$ cat src/rtl/vga_sync.sv
// vga_sync: VGA raster counters with registered blanking/strobes and a
// programmable delay pipe on hsync/vsync to match downstream color latency.
module vga_sync #(
    parameter int   H_VISIBLE   = 640,
    parameter int   H_FRONT     = 16,
    parameter int   H_SYNC      = 96,
    parameter int   H_BACK      = 48,
    parameter int   V_VISIBLE   = 480,
    parameter int   V_FRONT     = 10,
    parameter int   V_SYNC      = 2,
    parameter int   V_BACK      = 33,
    parameter logic SYNC_ACTIVE = 1'b0,
    parameter int   SYNC_DELAY  = 3
) (
    input  logic       clk,
    input  logic       rst,
    output logic [9:0] x_val,
    output logic [9:0] y_val,
    output logic       hsync,
    output logic       vsync,
    output logic       video_on,
    output logic       frame_start,
    output logic       vblank_start
);
    localparam int          H_TOTAL = H_VISIBLE + H_FRONT + H_SYNC + H_BACK;
    localparam int          V_TOTAL = V_VISIBLE + V_FRONT + V_SYNC + V_BACK;
    localparam int          PW      = SYNC_DELAY + 1;
    localparam logic [9:0]  H_LAST  = 10'(H_TOTAL - 1);
    localparam logic [9:0]  V_LAST  = 10'(V_TOTAL - 1);
    localparam logic [10:0] H_VIS   = 11'(H_VISIBLE);
    localparam logic [10:0] V_VIS   = 11'(V_VISIBLE);
    localparam logic [10:0] HS_BEG  = 11'(H_VISIBLE + H_FRONT);
    localparam logic [10:0] HS_END  = 11'(H_VISIBLE + H_FRONT + H_SYNC);
    localparam logic [10:0] VS_BEG  = 11'(V_VISIBLE + V_FRONT);
    localparam logic [10:0] VS_END  = 11'(V_VISIBLE + V_FRONT + V_SYNC);

    logic          h_wrap;
    logic [9:0]    x_nxt;
    logic [9:0]    y_nxt;
    logic          hs_nxt;
    logic          vs_nxt;
    logic [PW-1:0] hs_pipe;
    logic [PW-1:0] vs_pipe;

    // Everything registered below is derived from the next counter values so
    // it lands on the same edge as the counters themselves.
    always_comb begin
        h_wrap = x_val == H_LAST;
        x_nxt  = h_wrap ? 10'd0 : x_val + 10'd1;
        y_nxt  = !h_wrap ? y_val : (y_val == V_LAST ? 10'd0 : y_val + 10'd1);
        hs_nxt = ({1'b0, x_nxt} >= HS_BEG && {1'b0, x_nxt} < HS_END) ? SYNC_ACTIVE : ~SYNC_ACTIVE;
        vs_nxt = ({1'b0, y_nxt} >= VS_BEG && {1'b0, y_nxt} < VS_END) ? SYNC_ACTIVE : ~SYNC_ACTIVE;
    end

    always_ff @(posedge clk) begin
        if (rst) begin
            x_val        <= H_LAST;
            y_val        <= V_LAST;
            video_on     <= 1'b0;
            frame_start  <= 1'b0;
            vblank_start <= 1'b0;
            hs_pipe      <= {PW{~SYNC_ACTIVE}};
            vs_pipe      <= {PW{~SYNC_ACTIVE}};
        end else begin
            x_val        <= x_nxt;
            y_val        <= y_nxt;
            video_on     <= {1'b0, x_nxt} < H_VIS && {1'b0, y_nxt} < V_VIS;
            frame_start  <= x_nxt == 10'd0 && y_nxt == 10'd0;
            vblank_start <= x_nxt == 10'd0 && {1'b0, y_nxt} == V_VIS;
            // Stage 0 holds the undelayed sync; the cast drops the oldest stage.
            hs_pipe      <= PW'({hs_pipe, hs_nxt});
            vs_pipe      <= PW'({vs_pipe, vs_nxt});
        end
    end

    assign hsync = hs_pipe[SYNC_DELAY];
    assign vsync = vs_pipe[SYNC_DELAY];
endmodule

$ cat config.mk
export PLATFORM = sky130hd
export DESIGN_NAME = vga_sync
export DESIGN_NICKNAME = d
export VERILOG_FILES = /design/src/rtl/vga_sync.sv
export SDC_FILE = /design/constraint.sdc
export NUM_CORES = 1
export LEC_CHECK = 0
export BUFFER_PORTS_ARGS = -buffer_cell sky130_fd_sc_hd__buf_2
export CAP_MARGIN = 5
export CORE_UTILIZATION = 30
export CTS_CLUSTER_SIZE = 8
export DETAILED_ROUTE_END_ITERATION = 12
export MAX_ROUTING_LAYER = met4
export PLACE_DENSITY_LB_ADDON = 0.1
export REMOVE_ABC_BUFFERS = 1
export SLEW_MARGIN = 20
export SYNTH_ARGS = -nofsm -noshare
export SYNTH_HDL_FRONTEND = slang
export SYNTH_SLANG_ARGS = --single-unit
$ cat constraint.sdc
create_clock -name clk -period 2.5 [get_ports clk]
set_clock_uncertainty 0.1 [all_clocks]
set_input_delay 0.125 -clock clk [delete_from_list [all_inputs] [get_ports clk]]
set_output_delay 0.125 -clock clk [all_outputs]
set_load 0.005 [all_outputs]
==> impl_metrics.env <==
export IMPL_regToRegStartpoint="x_val[0]$_SDFF_PP1_"
export IMPL_die_w_um=75.69
export IMPL_synth_avg_cell_area_um2=8.619
export IMPL_fmax_ghz=0.4180
export IMPL_place_congestion=0.8507
export IMPL_hp_start="rst"
export IMPL_final_util_pct=40.98
export IMPL_netlist_instances=189
export IMPL_core_area_um2=5172
export IMPL_hold_violations=0
export IMPL_reg2reg_to="vblank_start$_SDFF_PP0_"
export IMPL_clk_latency_ns=0.28
export IMPL_path_max_fanout=3
export IMPL_fin_area_um2=2120
export IMPL_clock_path_buffers=2
export IMPL_placed_area_um2=1974
export IMPL_hold_ws_ns=0.06579
export IMPL_cts_sinks=31
export IMPL_antenna_cells=0
export IMPL_cp_required_ns=2.60
export IMPL_grt_max_degree=28
export IMPL_num_rows=26
export IMPL_synth_top_area_share_pct=38.10
export IMPL_grt_pass1_vias=1440
export IMPL_yosysTopAreaCell="dfxtp_1"
export IMPL_peakVddDrop_mv=0.3903
export IMPL_holdBufCountCts=0
export IMPL_yosys_warnings=0
export IMPL_r2r_setup_slack_ns=0.11
export IMPL_min_period_ns=2.392
export IMPL_cts_buffers=5
export IMPL_cts_tree="yes"
export IMPL_top_layer="met4"
export IMPL_drive_above_1_share_pct=35.17
export IMPL_power_total_w=0.002409
export IMPL_maxSlewHeadroom_pct=68.95
export IMPL_arrival_ns=2.49
export IMPL_post_dp_hpwl_mm=3.247
export IMPL_synth_area_leaders="dfxtp_1 38%, xnor2_1 7.0%, or2_2 4.2%"
export IMPL_setup_viol=0
export IMPL_synth_edff_count=0
export IMPL_r2r_cells=7
export IMPL_max_slew_worst_pin_slew_ns=0.4640
export IMPL_hp_class="input pin to register"
export IMPL_grt_pass1_wl_mm=7.072
export IMPL_fp_dieH_um=75.69
export IMPL_grtUsageTotal_pct=17.19
export IMPL_min_delay_path_depth=3
export IMPL_wl_per_cell_um=14.12
export IMPL_overflow=0
export IMPL_min_period_over_period_pct=95.69
export IMPL_htreeDepth=2
export IMPL_cp_start_kind="register"
export IMPL_drt_total_wl_mm=4.321
export IMPL_ys_types=49
export IMPL_vias=1540
export IMPL_rsz0062_at_grt="no"
export IMPL_root_buffer="clkbuf_8"
export IMPL_wl_met3_um=168
export IMPL_antenna_found_initial=0
export IMPL_synth_ff_type="dfxtp_1"
export IMPL_ys_async_sr_fraction_pct=0
export IMPL_viasPerCell=5.033
export IMPL_firstDrtPassIters=4
export IMPL_drv_cap=0
export IMPL_syn2layout_area_growth_pct=30.11
export IMPL_path_clk_slew_ns=0.07
export IMPL_drt_initial_drc_count=87
export IMPL_ys_ff_latch=31
export IMPL_portBuffers=26
export IMPL_wl_met1_mm=2.129
export IMPL_slew_viol_final=0
export IMPL_status="finished, final reports clean"
export IMPL_finalNetCount=240
export IMPL_cp_end_kind="register"
export IMPL_yosysSeqAreaShare_pct=38.10
export IMPL_power_density_nw_per_um2=1137
export IMPL_detail_route_antenna_nets=0
export IMPL_drc=0
export IMPL_ios=27
export IMPL_dieArea_um2=5729
export IMPL_start_util_pct=31.49
export IMPL_met2RoutedLength_mm=1.974
export IMPL_p_leak_nw=0.8348
export IMPL_syn_cell_area_um2=1629
export IMPL_min_to="y_val[2]$_SDFF_PP1_"
export IMPL_criticalPathCategory="register to register"
## worst max-delay path by stage
stage,from,end,slack [ns]
4_1_cts,x_val[1]$_SDFF_PP1_,vblank_start$_SDFF_PP0_,0.04
5_1_grt,y_val[0]$_SDFF_PP0_,frame_start$_SDFF_PP0_,0.005
3_5_place_dp,x_val[1]$_SDFF_PP1_,vblank_start$_SDFF_PP0_,0.05
6_report,x_val[0]$_SDFF_PP1_,vblank_start$_SDFF_PP0_,0.11
3_3_place_gp,x_val[1]$_SDFF_PP1_,vblank_start$_SDFF_PP0_,0.11
2_1_floorplan,x_val[0]$_SDFF_PP1_,vblank_start$_SDFF_PP0_,-0.13
## stage by stage
step                      worst slack [ns]  instances  setup TNS [ns]
after floorplan                    -0.1318        176         -0.2542
after global placement              0.1118        298               0
after detailed placement           0.05262        298               0
after CTS                          0.03701        306               0
after global routing              0.005444        306               0
final                               0.1077        306               0
## registers in the layout (all words and copies together) (netlist names)
register	cells
y_val	10
vblank_start	1
vs_pipe	4
x_val	10
frame_start	1
hs_pipe	4
video_on	1
## kinds of logic after synthesis
logic type                 synth area share (%)
AOI/OAI and AO/OA                         14.52
xor gates and xnor gates                  7.527
adders and majority gates                 2.304
buffers and inverters                     5.299
DFF                                       38.10
muxes                                     1.843
and+or+nand+nor                           30.42
## routing by layer
layer  vias to the layer above  GRT usage [%]
met5                         -              -
met4                         0          5.967
met3                         5          3.175
met2                        45          25.00
met1                       724          23.77
li1                        766              -
## Yosys cell counts (2+ instances only)
cell type,count
a21oi_1,5
and3_1,2
nand3_1,9
a31oi_1,4
nor2b_1,3
dfxtp_1,31
nand2b_1,5
nor4_1,4
xnor2_1,13
a21o_1,2
nor2_1,15
inv_1,5
buf_2,2
buf_4,3
o21ai_0,4
clkbuf_1,6
o21bai_1,4
ha_1,3
mux2i_1,3
nand4_1,4
or2_2,11
nand2_1,10
a311o_1,2
and4_1,2
or4_1,2
a311oi_1,2
nor3_1,11
## placed cells by master (no fill, tap or decap), types with 3 or more instances in the layout
cell type  instances
nor3_1            11
xnor2_1           13
buf_2             26
nor2_1            14
clkbuf_8           6
a31oi_1            3
o21bai_1           4
inv_1              5
or2_2             11
buf_4             26
a21oi_1            5
nand3_1            9
dfxtp_1           28
nand2b_1           5
nor2b_1            3
nor4_1             3
dfxtp_2            3
ha_1               3
mux2i_1            3
o21ai_0            4
nand2_1           10
nand4_1            4
## critical path: stages, from the launching register on
cell and delay [ns]:
dfxtp_1 0.35, ha_1 0.19, and4_4 0.26, nand4_4 0.11, a311o_1 0.35, or3b_1 0.34
or4_1 0.44, nor3b_1 0.19
## report_power, final
part | internal, W | switching (W)
clock network | 0.000322 | 0.000192
registers | 0.000584 | 0.0000680
logic | 0.000590 | 0.000653
total | 0.00150 | 0.000913
## what timing repair did
action	in CTS	in global routing
setup buffers	0	0
resized for setup	0	9
endpoints found under the setup margin	0	4
## final cells by class
class                      count  area (µm²)
clock inverter                 2       35.03
sequential                    31       624.3
multi-input combinational    140       945.9
tap                           70       87.58
inverter                       5       18.77
fill                         540        3053
clock buffer                   6       82.58
timing repair buffer          52       325.3
No activity file was read; power rests on OpenSTA's default activity.
